$ cat config.mk
export PLATFORM = sky130hd
export DESIGN_NAME = model_reader
export DESIGN_NICKNAME = d
export VERILOG_FILES = /design/src/rtl/model_reader_pkg.sv /design/src/rtl/model_reader.sv
export SDC_FILE = /design/constraint.sdc
export NUM_CORES = 1
export LEC_CHECK = 0
export BUFFER_PORTS_ARGS = -buffer_cell sky130_fd_sc_hd__buf_2
export CORE_ASPECT_RATIO = 1.2
export CORE_MARGIN = 2
export CORE_UTILIZATION = 35
export CTS_CLUSTER_DIAMETER = 30
export CTS_CLUSTER_SIZE = 40
export DETAILED_ROUTE_END_ITERATION = 10
export HOLD_SLACK_MARGIN = 0.02
export PLACE_DENSITY = 0.81
export SLEW_MARGIN = 15
export SYNTH_ARGS = -nofsm -noshare
export SYNTH_HDL_FRONTEND = slang
export SYNTH_SLANG_ARGS = --single-unit
$ cat constraint.sdc
create_clock -name clk -period 3.1 [get_ports clk]
set_input_delay 0 -clock clk [delete_from_list [all_inputs] [get_ports clk]]
set_output_delay 0 -clock clk [all_outputs]
set_load 0.03 [all_outputs]
$ cat src/rtl/model_reader_pkg.sv
// model_reader_pkg: shared sizes and types for the draw-command to model-buffer reader.
package model_reader_pkg;
  localparam int MAX_MODEL_COUNT = 10;
  localparam int MAX_TRIANGLE_COUNT = 512;
  localparam int MID_W = $clog2(MAX_MODEL_COUNT);
  localparam int IDX_W = $clog2(MAX_TRIANGLE_COUNT + 1);
  typedef enum logic {IDLE, STREAM} state_t;
  typedef struct packed {
    logic [31:0] v0;
    logic [31:0] v1;
    logic [31:0] v2;
  } triangle_t;
  typedef struct packed {
    logic last;
  } triangle_meta_t;
  typedef struct packed {
    logic [MID_W-1:0] model_index;
    logic [IDX_W-1:0] triangle_index;
  } modelbuf_read_t;
  typedef struct packed {
    logic [MID_W-1:0] model_id;
    logic [7:0]       instance_id;
  } draw_cmd_t;
  typedef struct packed {
    logic       last;
    logic [7:0] instance_id;
  } reader_meta_t;
endpackage

$ cat src/rtl/model_reader.sv
// model_reader: issues triangle reads 0,1,2.. for each draw, forwards responses downstream
// and reports completion with the number of triangles emitted.
module model_reader
  import model_reader_pkg::*;
(
  input  logic           clk,
  input  logic           rstn,
  input  logic           draw_valid,
  output logic           draw_ready,
  input  draw_cmd_t      draw_data,
  output logic           buf_req_valid,
  input  logic           buf_req_ready,
  output modelbuf_read_t buf_req_data,
  input  logic           buf_rsp_valid,
  output logic           buf_rsp_ready,
  input  triangle_t      buf_rsp_data,
  input  triangle_meta_t buf_rsp_meta,
  output logic           out_valid,
  input  logic           out_ready,
  output triangle_t      out_data,
  output reader_meta_t   out_meta,
  output logic           done,
  output logic [IDX_W-1:0] done_count,
  output logic           done_empty
);
  localparam logic [IDX_W-1:0] TRI_MAX = IDX_W'(MAX_TRIANGLE_COUNT);
  state_t state, state_n;
  logic [MID_W-1:0] model_id;
  logic [7:0] instance_id;
  logic [IDX_W-1:0] idx, count, count_n;
  logic stop, pending;
  logic streaming, miss, last_rsp, fin, req_fire, out_fire;
  assign streaming = state == STREAM;
  // A request was accepted last cycle but nothing came back: index past the model's end.
  assign miss = pending && !buf_rsp_valid;
  assign last_rsp = buf_rsp_valid && buf_rsp_meta.last;
  assign req_fire = buf_req_valid && buf_req_ready;
  assign out_fire = out_valid && out_ready;
  assign count_n = out_fire && count != TRI_MAX ? count + IDX_W'(1) : count;
  assign fin = streaming && (miss || (last_rsp && out_ready) ||
               (idx == TRI_MAX && !pending && !buf_rsp_valid));
  always_ff @(posedge clk or negedge rstn)
    if (!rstn) state <= IDLE;
    else state <= state_n;
  always_comb
    state_n = state == IDLE ? (draw_valid ? STREAM : IDLE) : (fin ? IDLE : STREAM);
  always_comb begin
    draw_ready = state == IDLE;
    buf_req_valid = streaming && !stop && !miss && !last_rsp && idx < TRI_MAX;
    buf_req_data = '{model_index: model_id, triangle_index: idx};
    buf_rsp_ready = streaming ? out_ready : 1'b1;
    out_valid = streaming && buf_rsp_valid;
    out_data = buf_rsp_data;
    out_meta = '{last: buf_rsp_meta.last, instance_id: instance_id};
  end
  always_ff @(posedge clk or negedge rstn)
    if (!rstn) begin
      model_id <= '0;
      instance_id <= '0;
      idx <= '0;
      count <= '0;
      stop <= 1'b0;
      pending <= 1'b0;
      done <= 1'b0;
      done_count <= '0;
      done_empty <= 1'b0;
    end else begin
      if (draw_valid && draw_ready) begin
        model_id <= draw_data.model_id;
        instance_id <= draw_data.instance_id;
        idx <= '0;
        count <= '0;
        stop <= 1'b0;
        pending <= 1'b0;
      end else if (streaming) begin
        idx <= req_fire ? idx + IDX_W'(1) : idx;
        pending <= req_fire;
        count <= count_n;
        stop <= stop || miss || last_rsp;
      end
      done <= fin;
      done_count <= fin ? count_n : done_count;
      done_empty <= fin && count_n == '0;
    end
endmodule

==> report_table.html, run 1 <==
<table>
<tr><th>Metric</th><th>Value</th></tr>
<tr><th colspan="2">Yosys</th></tr>
<tr><td>Part of the Yosys area used for sequential elements</td><td>0.381</td></tr>
<tr><td>Syn Nets</td><td>460</td></tr>
<tr><td>Fraction of synthesized cell area taken by the top area cell type</td><td>0.381</td></tr>
<tr><td>Cell type with the highest aggregate area in the netlist</td><td>sky130_fd_sc_hd__dfrtp_1</td></tr>
<tr><td>Number of storage elements in the synthesis netlist</td><td>47</td></tr>
<tr><td>Count of synthesis-stage warnings from yosys</td><td>0</td></tr>
<tr><td>Gate count after technology mapping</td><td>341</td></tr>
<tr><td>Average cell area after synthesis</td><td>between 9 and 10 um2</td></tr>
<tr><td>Distinct cell type count after synthesis</td><td>40</td></tr>
<tr><td>Post-synth EDFFs</td><td>0</td></tr>
<tr><td>Top cells by area, synth</td><td>sky130_fd_sc_hd__dfrtp_1 (38%), sky130_fd_sc_hd__buf_4 (24%), sky130_fd_sc_hd__nand2_1 (6.2%)</td></tr>
<tr><td>Syn Std Cell Area</td><td>between 0.003 and 0.004 mm2</td></tr>
<tr><td>Post-synthesis async set-or-reset flop share</td><td>1.00</td></tr>
<tr><td>Library cell with the highest instance count after synthesis</td><td>sky130_fd_sc_hd__buf_4</td></tr>
<tr><td>Top cells by count, synth</td><td>sky130_fd_sc_hd__buf_4 (98), sky130_fd_sc_hd__nand2_1 (51), sky130_fd_sc_hd__dfrtp_1 (47), sky130_fd_sc_hd__nor2_1 (17), sky130_fd_sc_hd__and3_1 (12)</td></tr>
<tr><td>Main flop type after synthesis</td><td>sky130_fd_sc_hd__dfrtp_1</td></tr>
<tr><th colspan="2">Floorplanning</th></tr>
<tr><td>Vertical die dimension</td><td>107 um</td></tr>
<tr><td>Row count</td><td>37</td></tr>
<tr><td>Top-level I/O count</td><td>between 200 and 300</td></tr>
<tr><td>Floorplan die width</td><td>around 90 um</td></tr>
<tr><td>Initial core utilization</td><td>0.361</td></tr>
<tr><th colspan="2">Placement</th></tr>
<tr><td>Inst Count DP</td><td>405</td></tr>
<tr><td>Total placed instance area</td><td>about 0.0027 mm2</td></tr>
<tr><td>Last weighted congestion value of the routability-driven placer</td><td>about 0.84</td></tr>
<tr><td>Number of buffer cells added on primary ports</td><td>57</td></tr>
<tr><td>Placed wire-length estimate</td><td>4770 um</td></tr>
<tr><th colspan="2">Clock tree</th></tr>
<tr><td>Setup fix buffers added after clock tree synthesis</td><td>0</td></tr>
<tr><td>CTS Sinks</td><td>47</td></tr>
<tr><td>Post-cts sizing count</td><td>0</td></tr>
<tr><td>Total CTS buffers</td><td>5</td></tr>
<tr><td># hold bufs at CTS</td><td>roughly 100</td></tr>
<tr><td>Clock root buffer</td><td>sky130_fd_sc_hd__clkbuf_8</td></tr>
<tr><td>Maximum clock path buffer count</td><td>2</td></tr>
<tr><td>Number of H-tree branching levels</td><td>2</td></tr>
<tr><th colspan="2">Run status</th></tr>
<tr><td>Halt point of the flow</td><td>4_1_cts</td></tr>
<tr><td>Status</td><td>did not finish</td></tr>
<tr><td>Stop err</td><td>[ERROR RSZ-0060] Max buffer count reached.</td></tr>
</table>
[cell families after synthesis]
logic type      share of synthesized area
fa+ha+maj                          0.0162
xor+xnor                           0.0482
compound gates                     0.0506
mux                                0.0417
buf+inv                             0.270
flops                               0.381
simple gates                        0.192
[stage by stage]
step,hold slack [ns],setup WS (ns)
floorplan,-0.296,1.22
global placement,0.000205,0.888
detailed placement,0.000205,0.816
==> run 2, diff against run 1 <==
Settings changed: CORE_ASPECT_RATIO 1.2 to default, CORE_UTILIZATION 35 to 20, CTS_CLUSTER_DIAMETER 30 to default, CTS_CLUSTER_SIZE 40 to default, HOLD_SLACK_MARGIN 0.02 to default, PLACE_DENSITY 0.81 to default, PLACE_DENSITY_LB_ADDON from default to 0.15.
==> run 2 against run 1 <==
Against the previous run: the run now ends clean; synthesized area is the same; synthesized cell count stayed put.
==> report_table.html, run 2 <==
<table>
<tr><th>Metric</th><th>Value</th></tr>
<tr><th colspan="2">Run status</th></tr>
<tr><td>Status</td><td>completed</td></tr>
<tr><th colspan="2">Detailed routing</th></tr>
<tr><td>Vias per cell</td><td>roughly 4.2</td></tr>
<tr><td>Final wirelength</td><td>approximately 7400 um</td></tr>
<tr><td>Number of iterations in the first detailed-routing pass</td><td>4</td></tr>
<tr><td>Via count</td><td>between 2000 and 2500</td></tr>
<tr><td>Remaining DRCs</td><td>0</td></tr>
<tr><td>Number of DRC markers in iteration 0</td><td>74</td></tr>
<tr><td>Number of routed nets with antenna violations</td><td>0</td></tr>
<tr><td>Routed len/inst</td><td>~15 um</td></tr>
<tr><th colspan="2">Global route</th></tr>
<tr><td>Via count of the first global-routing pass</td><td>2152</td></tr>
<tr><td>Gr usage total</td><td>0.0937</td></tr>
<tr><td>Number of antenna violations at the first check in global routing</td><td>0</td></tr>
<tr><td>Wire length of the first global-routing pass</td><td>~12000 um</td></tr>
<tr><td>Maximum number of pins on one net before global-route repair</td><td>38</td></tr>
<tr><td>Global-route congestion overflow total</td><td>0</td></tr>
<tr><th colspan="2">Yosys</th></tr>
<tr><td>Syn Std Cell Area</td><td>a little over 0.003 mm2</td></tr>
<tr><td>Number of storage elements in the synthesis netlist</td><td>47</td></tr>
<tr><td>Gate count after technology mapping</td><td>341</td></tr>
<tr><td>Distinct cell type count after synthesis</td><td>40</td></tr>
<tr><td>Top cells by count, synth</td><td>sky130_fd_sc_hd__buf_4 (98), sky130_fd_sc_hd__nand2_1 (51), sky130_fd_sc_hd__dfrtp_1 (47), sky130_fd_sc_hd__nor2_1 (17), sky130_fd_sc_hd__and3_1 (12)</td></tr>
<tr><td>Syn Nets</td><td>460</td></tr>
<tr><td>Count of synthesis-stage warnings from yosys</td><td>0</td></tr>
<tr><td>Library cell with the highest instance count after synthesis</td><td>sky130_fd_sc_hd__buf_4</td></tr>
<tr><td>Main flop type after synthesis</td><td>sky130_fd_sc_hd__dfrtp_1</td></tr>
<tr><td>Fraction of synthesized cell area taken by the top area cell type</td><td>0.381</td></tr>
<tr><td>Top cells by area, synth</td><td>sky130_fd_sc_hd__dfrtp_1 (38%), sky130_fd_sc_hd__buf_4 (24%), sky130_fd_sc_hd__nand2_1 (6.2%)</td></tr>
<tr><td>Average cell area after synthesis</td><td>9.06 um2</td></tr>
<tr><td>Post-synth EDFFs</td><td>0</td></tr>
<tr><td>Part of the Yosys area used for sequential elements</td><td>0.381</td></tr>
<tr><td>Post-synthesis async set-or-reset flop share</td><td>1.00</td></tr>
<tr><td>Cell type with the highest aggregate area in the netlist</td><td>sky130_fd_sc_hd__dfrtp_1</td></tr>
<tr><th colspan="2">Setup path</th></tr>
<tr><td>Worst Path Buf+Inv</td><td>1</td></tr>
<tr><td>Critical Path RT</td><td>about 3.3 ns</td></tr>
<tr><td>Family with the most delay on the worst path</td><td>simple AND/OR/NAND/NOR gates</td></tr>
<tr><td>Arrival time of the worst setup path</td><td>about 2.5 ns</td></tr>
<tr><td>Slowest cell on crit path</td><td>sky130_fd_sc_hd__dfrtp_1</td></tr>
<tr><td>Largest stage delay on the critical path</td><td>0.66 ns</td></tr>
<tr><td>Maximum net fanout on the critical path</td><td>16</td></tr>
<tr><td>Cell-by-cell listing of the critical path</td><td>inv_2 &gt; nor3_1 &gt; nand3_1 &gt; xnor2_1 &gt; mux2_2</td></tr>
<tr><td>Kind of critical path</td><td>register to register</td></tr>
<tr><td>Kind of capture point of the worst setup path</td><td>register</td></tr>
<tr><td>Worst Setup Start Kind</td><td>register</td></tr>
<tr><th colspan="2">Power and ir drop</th></tr>
<tr><td>Clock Power Share</td><td>0.250</td></tr>
<tr><td>Combinational cell fraction of total power</td><td>0.364</td></tr>
<tr><td>Cell-internal power</td><td>1390 uW</td></tr>
<tr><td>Maximum vdd ir drop</td><td>~0.24 mV</td></tr>
<tr><td>Pwr dens</td><td>759 mW/mm2</td></tr>
<tr><td>Power share of the sequential group</td><td>0.386</td></tr>
<tr><td>Net load switching power</td><td>981 uW</td></tr>
<tr><td>Sw Ratio</td><td>0.413</td></tr>
<tr><td>Standby leakage power</td><td>about 0.0016 uW</td></tr>
<tr><th colspan="2">STA</th></tr>
<tr><td>Clock period minus final worst setup slack</td><td>2.32 ns</td></tr>
<tr><td>Number of hold violations in the final report</td><td>0</td></tr>
<tr><td>Final critical-path share of the clock period</td><td>0.748</td></tr>
<tr><td>Hold slack</td><td>0.00000999 ns</td></tr>
<tr><td>Setup_tns</td><td>0 ns</td></tr>
<tr><td>Number of slew-limit violations in the final report</td><td>0</td></tr>
<tr><td>Final Worst Setup Slack</td><td>about 0.78 ns</td></tr>
<tr><td>Setup clock skew after layout</td><td>between 0.009 and 0.01 ns</td></tr>
<tr><td>RSZ-0062 raised after global routing</td><td>false</td></tr>
<tr><td>Worst Tran Pin Value</td><td>0.879 ns</td></tr>
<tr><td>Setup violations, final</td><td>0</td></tr>
<tr><td>Worst slew slack as a fraction of its limit</td><td>0.414</td></tr>
<tr><td>Max frequency</td><td>approximately 430 MHz</td></tr>
<tr><th colspan="2">Floorplanning</th></tr>
<tr><td>Floorplan die area</td><td>0.0165 mm2</td></tr>
<tr><td>Top-level I/O count</td><td>250</td></tr>
<tr><td>Core region area</td><td>0.0151 mm2</td></tr>
<tr><td>Floorplan die width</td><td>about 130 um</td></tr>
<tr><td>Vertical die dimension</td><td>approximately 130 um</td></tr>
<tr><td>Row count</td><td>45</td></tr>
<tr><td>Initial core utilization</td><td>0.204</td></tr>
<tr><th colspan="2">Placement</th></tr>
<tr><td>Last weighted congestion value of the routability-driven placer</td><td>between 0.7 and 0.8</td></tr>
<tr><td>Number of buffer cells added on primary ports</td><td>57</td></tr>
<tr><td>Placed wire-length estimate</td><td>~5300 um</td></tr>
<tr><td>Post-placement setup slack</td><td>~0.77 ns</td></tr>
<tr><th colspan="2">Clock tree</th></tr>
<tr><td>Post-cts sizing count</td><td>0</td></tr>
<tr><td>Maximum clock path buffer count</td><td>2</td></tr>
<tr><td>Total CTS buffers</td><td>5</td></tr>
<tr><td>Register clock-pin slew on the reported worst setup and hold paths</td><td>approximately 0.07 ns</td></tr>
<tr><td>Clock root buffer</td><td>sky130_fd_sc_hd__clkbuf_16</td></tr>
<tr><td>CTS Sinks</td><td>47</td></tr>
<tr><td>TritonCTS clock tree</td><td>built</td></tr>
<tr><td>Setup fix buffers added after clock tree synthesis</td><td>0</td></tr>
<tr><td>Worst skew pair latency</td><td>0.30 ns</td></tr>
<tr><td>Number of H-tree branching levels</td><td>2</td></tr>
<tr><th colspan="2">Layout</th></tr>
<tr><td>Largest registers in the final layout</td><td>count (10), done_count (10), idx (10)</td></tr>
<tr><td>Most frequent standard cell in the layout excluding fill and tap cells</td><td>sky130_fd_sc_hd__buf_2</td></tr>
<tr><td>Fraction of final layout cells sized beyond drive strength 1</td><td>0.260</td></tr>
<tr><td>Antenna cell count</td><td>0</td></tr>
<tr><td>Layout overhead on the synthesized area</td><td>1.26%</td></tr>
<tr><td>Number of fill cells in the layout</td><td>around 1700</td></tr>
<tr><td>NumNets Final</td><td>430</td></tr>
<tr><td>Leading cell types in the layout, fill and taps excluded</td><td>sky130_fd_sc_hd__buf_2 (57), sky130_fd_sc_hd__nand2_1 (51), sky130_fd_sc_hd__dfrtp_1 (47)</td></tr>
<tr><th colspan="2">Hold path</th></tr>
<tr><td>Worst hold-check path type</td><td>input pin to primary output</td></tr>
<tr><th colspan="2">Job</th></tr>
<tr><td>Max-cap violations</td><td>0</td></tr>
</table>
run 2: cell counts after synthesis:
Identical to the previous run, type by type.
run 2: routing by layer:
layer	vias to the layer above	GRT usage	wire, um
met3	38	0.0292	469
met1	1026	0.124	3460
met4	0	0.0530	228
met5	-	0	0
met2	80	0.135	3190
li1	959	-	-
run 2: area by class of cell:
class                   count  area, um2  area share
clock inverters             1       7.51     0.00240
well taps                 188        235      0.0752
repair buffers             74        448       0.143
inverters                   8       30.0     0.00960
clock buffers               7        153      0.0488
flip-flops and latches     47       1180       0.376
multi-input cells         175       1080       0.345
run 2: cell families (layout without fill, tap and decap cells):
family,Yosys count,in the layout,share of synthesized area
AND/OR/NAND/NOR,118,118,0.192
AO/OA/AOI/OAI,24,24,0.0506
buffers and inverters,119,90,0.270
XOR/XNOR,17,17,0.0482
flip-flops,47,47,0.381
multiplexers,12,12,0.0417
adder cells (fa/ha/maj),4,4,0.0162
run 2: repair_timing:
item                                   CTS  global route
hold buffers                            14             0
endpoints found under the hold margin   50             0
setup endpoints to repair                0             0
run 2: path summary, 6_finish.rpt:
check                      slack, ns  depth (start not counted)                         to                     from
max                             0.78                          5  done_count[9]$_DFFE_PN0P_          state$_DFF_PN0_
min                          0.00001                          0               out_data[25]         buf_rsp_data[25]
max reg2reg                     0.78                          5  done_count[9]$_DFFE_PN0P_          state$_DFF_PN0_
min reg2reg                     0.47                          2    model_id[1]$_DFFE_PN0P_  model_id[1]$_DFFE_PN0P_
max in group asynchronous       2.03                          3  done_count[7]$_DFFE_PN0P_                     rstn
min in group asynchronous       0.36                          2             done$_DFF_PN0_                     rstn
run 2: stage by stage:
stage / instances / total power [uW] / instance area, um2 / utilization
3_5_place_dp: 478 / 1800 / 2830 / 0.187
5_1_grt: 500 / 2560 / 3130 / 0.207
4_1_cts: 500 / 2430 / 3130 / 0.207
2_1_floorplan: 341 / 1740 / 3090 / -
3_3_place_gp: 478 / 1800 / 2830 / 0.187
6_report: 500 / 2380 / 3130 / 0.207
run 2: power groups by stage:
| stage | clock (uW) | sequential [uW] | combinational [uW] |
|---|---|---|---|
| 4_1_cts | 625 | 922 | 884 |
| 6_report | 594 | 917 | 864 |
| 5_1_grt | 653 | 948 | 955 |
| 3_3_place_gp | 0 | 931 | 868 |
| 3_5_place_dp | 0 | 928 | 871 |
| 2_1_floorplan | 0 | 1130 | 613 |
No activity file was read; power rests on OpenSTA's default activity.
